===== config.mk =====
export PLATFORM = sky130hd
export DESIGN_NAME = adc_byte_streamer
export DESIGN_NICKNAME = d
export VERILOG_FILES = /design/src/rtl/adc_byte_streamer.sv
export SDC_FILE = /design/constraint.sdc
export NUM_CORES = 1
export LEC_CHECK = 0
export ABC_AREA = 1
export CORE_MARGIN = 1
export CORE_UTILIZATION = 45
export DETAILED_ROUTE_END_ITERATION = 16
export SLEW_MARGIN = 0
export SYNTH_ARGS = -nofsm -noshare
export SYNTH_HDL_FRONTEND = slang
export SYNTH_SLANG_ARGS = --single-unit

===== constraint.sdc =====
create_clock -name clk -period 2.9 [get_ports clk]
set_clock_uncertainty 0.15 [all_clocks]
set_input_delay 0.58 -clock clk [delete_from_list [all_inputs] [get_ports clk]]
set_output_delay 0.58 -clock clk [all_outputs]
set_load 0.01 [all_outputs]

===== src/rtl/adc_byte_streamer.sv =====
// adc_byte_streamer: captures a requested number of 10-bit ADC samples into a
// small ring buffer and streams each one as two little-endian bytes to an FTDI
// write FIFO, at most one byte every two clocks, stalling on wr_full.
// Optional feature macro: ADC_STREAM_HEADER_EN (prefixes each acquisition with
// the header bytes 0xA5, 0x5A).
module adc_byte_streamer #(
    parameter int unsigned BUF_DEPTH = 8,
    parameter int unsigned CNT_W     = 16
) (
    input  logic             clk,
    input  logic             rst,
    input  logic             start,
    input  logic [CNT_W-1:0] num_samples,
    input  logic [9:0]       adc_data,
    input  logic             adc_valid,
    input  logic             wr_full,
    output logic             wr_en,
    output logic [7:0]       wr_data,
    output logic             busy,
    output logic             done,
    output logic             overflow
);

    localparam int unsigned AW = $clog2(BUF_DEPTH);

    typedef enum logic [2:0] {
        IDLE,
`ifdef ADC_STREAM_HEADER_EN
        HEADER,
`endif
        CAPTURE,
        DRAIN,
        FINISH
    } state_t;

    state_t           state;
    state_t           state_nxt;
    logic [CNT_W-1:0] remaining;
    logic [AW:0]      wr_ptr;
    logic [AW:0]      rd_ptr;
    logic [9:0]       mem [BUF_DEPTH];
    logic [9:0]       head;
    logic             phase;        // 0: next byte is byte0, 1: byte1
`ifdef ADC_STREAM_HEADER_EN
    logic             hdr_idx;      // 0: 0xA5 pending, 1: 0x5A pending
`endif

    logic             buf_empty;
    logic             buf_full;
    logic             accept;
    logic             sample;
    logic             push;
    logic             pop;
    logic             stream_state;
    logic             have_byte;
    logic [7:0]       byte_nxt;
    logic             emit;

    assign buf_empty = (wr_ptr == rd_ptr);
    assign buf_full  = (wr_ptr[AW] != rd_ptr[AW]) &&
                       (wr_ptr[AW-1:0] == rd_ptr[AW-1:0]);
    assign head      = mem[rd_ptr[AW-1:0]];

    assign busy = (state != IDLE);
    assign done = (state == FINISH);

    // Buffer, byte-source selection and write-strobe decision.
    always_comb begin
        accept       = (state == IDLE) && start;
        sample       = (state == CAPTURE) && adc_valid;
        push         = sample && !buf_full;
        stream_state = (state == CAPTURE) || (state == DRAIN);
        have_byte    = 1'b0;
        byte_nxt     = '0;
        if (stream_state && !buf_empty) begin
            have_byte = 1'b1;
            byte_nxt  = phase ? {6'b0, head[9:8]} : head[7:0];
        end
`ifdef ADC_STREAM_HEADER_EN
        if (state == HEADER) begin
            have_byte = 1'b1;
            byte_nxt  = hdr_idx ? 8'h5A : 8'hA5;
        end
`endif
        emit = have_byte && !wr_full && !wr_en;
        pop  = stream_state && emit && phase;
    end

    // Next-state logic.
    always_comb begin
        state_nxt = state;
        case (state)
            IDLE: begin
                if (start) begin
`ifdef ADC_STREAM_HEADER_EN
                    state_nxt = HEADER;
`else
                    state_nxt = (num_samples == '0) ? DRAIN : CAPTURE;
`endif
                end
            end
`ifdef ADC_STREAM_HEADER_EN
            HEADER: begin
                if (emit && hdr_idx)
                    state_nxt = (remaining == '0) ? DRAIN : CAPTURE;
            end
`endif
            CAPTURE: begin
                if ((remaining == '0) || (adc_valid && (remaining == CNT_W'(1))))
                    state_nxt = DRAIN;
            end
            // Wait for the final byte's strobe cycle to pass before finishing.
            DRAIN: begin
                if (buf_empty && !wr_en)
                    state_nxt = FINISH;
            end
            FINISH:  state_nxt = IDLE;
            default: state_nxt = IDLE;
        endcase
    end

    // State register.
    always_ff @(posedge clk) begin
        if (rst)
            state <= IDLE;
        else
            state <= state_nxt;
    end

    // Counters, pointers, sticky overflow and registered write port.
    always_ff @(posedge clk) begin
        if (rst) begin
            remaining <= '0;
            overflow  <= 1'b0;
            wr_ptr    <= '0;
            rd_ptr    <= '0;
            phase     <= 1'b0;
            wr_en     <= 1'b0;
            wr_data   <= '0;
`ifdef ADC_STREAM_HEADER_EN
            hdr_idx   <= 1'b0;
`endif
        end else begin
            if (accept) begin
                remaining <= num_samples;
                overflow  <= 1'b0;
            end else if (sample) begin
                remaining <= remaining - CNT_W'(1);
                if (buf_full)
                    overflow <= 1'b1;
            end
            if (push)
                wr_ptr <= wr_ptr + (AW+1)'(1);
            if (pop)
                rd_ptr <= rd_ptr + (AW+1)'(1);
            if (stream_state && emit)
                phase <= ~phase;
`ifdef ADC_STREAM_HEADER_EN
            if (accept)
                hdr_idx <= 1'b0;
            else if ((state == HEADER) && emit)
                hdr_idx <= ~hdr_idx;
`endif
            wr_en <= emit;
            if (emit)
                wr_data <= byte_nxt;
        end
    end

    // Sample storage; emptiness is governed by the pointers alone.
    always_ff @(posedge clk) begin
        if (push)
            mem[wr_ptr[AW-1:0]] <= adc_data;
    end

endmodule


# After elaboration in Yosys (flattened, before gate mapping)
# Memories as Yosys holds them, arrays and structs flattened. A register that Yosys moved wholly into a read port is not among the register bits.
# Cells that the tools add are included.
[op_classes] add_sub_neg=3 eq_ne=10 muxes=14 bitwise=1 n_reduce_logical=25
[op_table] operator="16-bit logical NOT" n=2
[op_table] operator="16-bit 2-to-1 mux" n=2
[op_table] operator="16-bit by 1-bit equality test with 1-bit output, second input constant" n=1
[op_table] operator="8-bit 2-to-1 mux" n=2
[op_table] operator="16-bit by 1-bit subtractor with 16-bit output, second input constant" n=1
[op_table] operator="3-bit 2-to-1 mux" n=5
[op_table] operator="1-bit logical AND" n=11
[op_table] operator="3-bit one-hot mux with 3 select lines" n=1
[op_table] operator="4-bit by 1-bit adder with 4-bit output, second input constant" n=2
[op_table] operator="3-bit by 2-bit equality test with 1-bit output, second input constant" n=2
[op_table] operator="4-bit equality test" n=1
[op_table] operator="1-bit logical NOT" n=4
[op_table] operator="2-bit by 1-bit inequality test with 1-bit output, second input constant" n=2
[op_table] operator="3-bit by 1-bit equality test with 1-bit output, second input constant" n=1
[op_table] operator="3-bit equality test" n=1
[op_table] operator="3-bit logical NOT" n=1
[op_table] operator="1-bit 2-to-1 mux" n=3
[op_table] operator="3-bit AND reduction" n=1
[op_table] operator="3-bit nonzero test" n=1
[op_table] operator="1-bit logical OR" n=2
[op_table] operator="2-bit 2-to-1 mux" n=1
[op_table] operator="2-bit inequality test, second input constant" n=1
[op_table] operator="2-bit AND reduction" n=1
[op_table] operator="2-bit nonzero test" n=1
[op_table] operator="other kinds (3)" n=3
[word_totals] reg_bits=38 in_bits=31 mem_count=1 mem_bits_rw=80
[memory_table] name="mem" depth=8 width=10 rd=1 rd_ports_with_merged_regs=1 write_ports=1 line_no="41" text="logic [9:0] mem [BUF_DEPTH];"

# Logic depth before layout (Yosys ltp)
[logic_depth] depth_word=10 depth_mapped=11 ltp_nobuf=11

# Worst setup path before layout
# No wires, ideal clock.
[synth_path] kind="register -> register" start="register state[1]" end="memory mem[6][0], enable pin" required_ns=2.360 setup_slack_ns=0.511 setup_ns=0.390 stages_incl_launch_ff=9 period_less_slack_ns=2.389 arrival_time_ns=1.849 cell_sequence="dfxtp_1 inv_1 ha_1 nand2_1 inv_1 nand2_2 inv_1 nand2_2 nor3_1"
[synth_via] elab_chain_cells=5
[synth_rtl] item="start: declaration" line_no="36" text="state_t state;"
[synth_rtl] item="start signal: assignment" line_no="127" text="state <= state_nxt;"
[synth_rtl] item="3-bit by 1-bit equality test with 1-bit output" line_no="70" text="sample = (state == CAPTURE) && adc_valid;"
[synth_rtl] item="1-bit logical AND" line_no="70"
[synth_rtl] item="1-bit logical AND" line_no="71" text="push = sample && !buf_full;"
[synth_rtl] item="1-bit 2-to-1 mux" line_no="172" text="if (push)"
[synth_rtl] item="1-bit 2-to-1 mux (implied by the code)" line_no="173" text="mem[wr_ptr[AW-1:0]] <= adc_data;"
[synth_rtl] item="end: declaration" line_no="41"
# Every way passes these cells.

# Worst setup path after layout
[layout_path] start="register state[0]" end="output busy"
[layout_via] elab_chain_cells=1
[layout_rtl] item="3-bit nonzero test" line_no="64" text="assign busy = (state != IDLE);"
[layout_rtl] item="end: declaration" line_no="19" text="output logic busy,"
# Every way passes these cells.

==> impl_metrics.toml <==
[run_status]
status = "finished with violations"
violations = "DRC"

[synthesis]
synthTopCellsByArea = "edfxtp_1 44%, dfxtp_1 15%, nand2_1 9.5%"
syn_nets = 631
synthFlopType = "edfxtp_1"
synth_commonest_cells = "137 x nand2_1, 89 x nor2_1, 80 x edfxtp_1"
synthCells = 592
ys_ff_latch = 120
ys_seq_area_frac = 0.592
avgSynthCellArea_um2 = 9.14
synth_cell_type_count = 32
synthArstFlopShare = 0
synth_top_area_cell = "edfxtp_1"
yosysMostFrequentCell = "nand2_1"
synth.cell_area_um2 = 5410
yosys_warnings = 0
synth_top_area_share = 0.444
synth-edff-count = 80

[timing]
setup-tns-final_ns = 0
report.final.slew_viol_count = 0
period_needed_ns = 2.49
worst_pin_slew_ns = 0.557
min_period_over_period = 0.860
fin_hold_ws_ns = 0.311
setup_viol = 0
finalHoldViolCount = 0
rsz0062_at_grt = "false"
relSlewSlack = 0.626
timing.fmax_mhz = 401

[drt]
drc = 3
drtIter0Drc = 268
num_vias = 4180
via_per_inst = 5.21
wirelength_um = 12700
ant_nets = 0
wire_per_inst_um = 15.8
firstDrtPassIters = 10

[critical_path]
end_kind = "primary output"
r2r_start = "state[0]"
cp_cell_sequence = "inv_1 -> ha_1 -> inv_1 -> clkdlybuf4s50_1"
crit_family = "buffers and inverters"
worstSetupPathType = "flop to primary output"
start_kind = "flop"
slowest_stage = "clkdlybuf4s50_1"
path_buf_inv = 3
cpMostUsedCell = "inv_1"
reg2reg_setup_slack_ns = 0.72
arrival_ns = 1.76
required_ns = 2.17
cp_max_fo = 4
rr_worst_depth = 9
max_stage_delay_ns = 0.53
reg2reg_to = "remaining[5]"

[global_route]
grt_pass1_wl_um = 20500
grt_max_degree = 41
grt_pass1_vias = 4104
antenna_found_initial = 0
gr-usage-all-layers = 0.219
grt_remaining_overflow = 0

[power]
p_clk_frac = 0.376
p_comb_frac = 0.229
peakVddDrop_mv = 0.594
powerDensity_nw_per_um2 = 783
p_leak_uw = 0.00257
p_switching_uw = 1600
p_seq_frac = 0.395
p_int_uw = 3550
switching_share = 0.311

[floorplan]
rows = 39
coreArea_um2 = 11600
start_util = 0.468
die_w_um = 112
die_h_um = 112
io_pins = 43
dieArea_um2 = 12500

[hold_path]
min-delay-start = "wr_data[3]"
hold_end = "wr_data[3]"
worstHoldPathCells = 2
hold_class = "flop to flop"

[cts]
post_cts_buffers = 0
holdBufCountCts = 0
clock_path_buffers = 2
htreeDepth = 4
cts-root-buf = "clkbuf_16"
cts_tree = "yes"
clock-sinks = 120
cts_resized = 0
clock_latency_ns = 0.41
cts_made_buffers = 17
clk_pin_slew_ns = 0.06

[finish]
finalNonFillerCells = 803
final_core_util = 0.568
fill_cells = 1004
drive_gt1_frac = 0.109
antenna_cells = 0
syn2layout_area_growth_pct = 21.5
multi_input_area_um2 = 1910
final_nets = 686
area.sequential_um2 = 3200

[placement]
routabilityCongestion = 0.891
hpwl_um = 8820
place_inst = 771
io_buffers = 42

[run]
maxCapViolCount = 0
==> worst max-delay path by stage <==
| stage | start | to | cells past startpoint |
|---|---|---|---|
| floorplan | state[1] | mem[6][0] | 8 |
| global placement | adc_valid | mem[6][7] | 8 |
| detailed placement | adc_valid | mem[6][7] | 8 |
| CTS | state[0] | busy | 4 |
| global route | state[0] | busy | 4 |
| finish | state[0] | busy | 4 |
==> state kept, by name, summed over array words and instances, names as in the netlist, named ones only <==
name and flops:
rd_ptr 4, remaining 16, phase 1, wr_ptr 4
overflow 1, wr_data 8, mem 80, state 2
wr_en 1
==> cells by family after synthesis <==
kind of cell	count (synthesis)	synth area share
AO/OA/AOI/OAI	92	0.0946
XOR/XNOR	7	0.0113
adder cells (fa/ha/maj)	8	0.0185
buffers and inverters	73	0.0541
flip-flops	120	0.592
AND/OR/NAND/NOR	292	0.229
==> stage by stage <==
step / setup WS (ns) / cell area, um2 / power (uW)
floorplan: 0.511 / 5410 / 2890
detailed placement: 0.338 / 6020 / 3240
global route: 0.315 / 6570 / 5430
CTS: 0.394 / 6570 / 5180
finish: 0.407 / 6570 / 5150
global placement: 0.363 / 6020 / 3210
==> worst reg2reg max path: stages (launching register included) <==
cell and delay [ns]:
dfxtp_1 0.38, inv_1 0.10, ha_1 0.26, nand2_2 0.18, inv_1 0.26, nor2_4 0.42
nand4_1 0.15, nand3_1 0.11, nand2_1 0.05, inv_1 0.06
==> cell type report <==
type	count	area share
clock inverters	15	0.0198
flip-flops and latches	120	0.487
well taps	143	0.0272
repair buffers	55	0.0788
clock buffers	17	0.0647
inverters	54	0.0308
multi-input cells	399	0.291
==> power groups by stage <==
| stage | combinational, uW | sequential (uW) | clock, uW |
|---|---|---|---|
| finish | 1180 | 2030 | 1940 |
| global route | 1340 | 2050 | 2040 |
| CTS | 1180 | 2030 | 1960 |
| detailed placement | 1170 | 2070 | 0 |
| global placement | 1150 | 2060 | 0 |
| floorplan | 841 | 2050 | 0 |
==> metal layers <==
metal / wire length [um] / global-route usage / vias to the layer above
met2: 5800 / 0.344 / 117
met1: 5950 / 0.297 / 1951
met5: 0 / 0 / -
met3: 755 / 0.0566 / 17
li1: - / - / 2095
met4: 205 / 0.0658 / 0
==> layout by cell type (no fill, tap or decap), drive strengths merged, types with 2 or more instances in the layout <==
master,synthesis,final
a21oi,22,22
a31oi,8,8
buf,11,13
clkbuf,8,17
clkdlybuf4s50,0,42
clkinv,1,12
clkinvlp,0,2
dfxtp,40,40
edfxtp,80,80
ha,8,8
inv,53,54
nand2,145,145
nand3,44,44
nand4,3,3
nor2,95,95
nor3,4,4
o211ai,2,2
o21ai,44,44
o22ai,15,15
xor2,7,7
(Power assumes the default switching activity.)
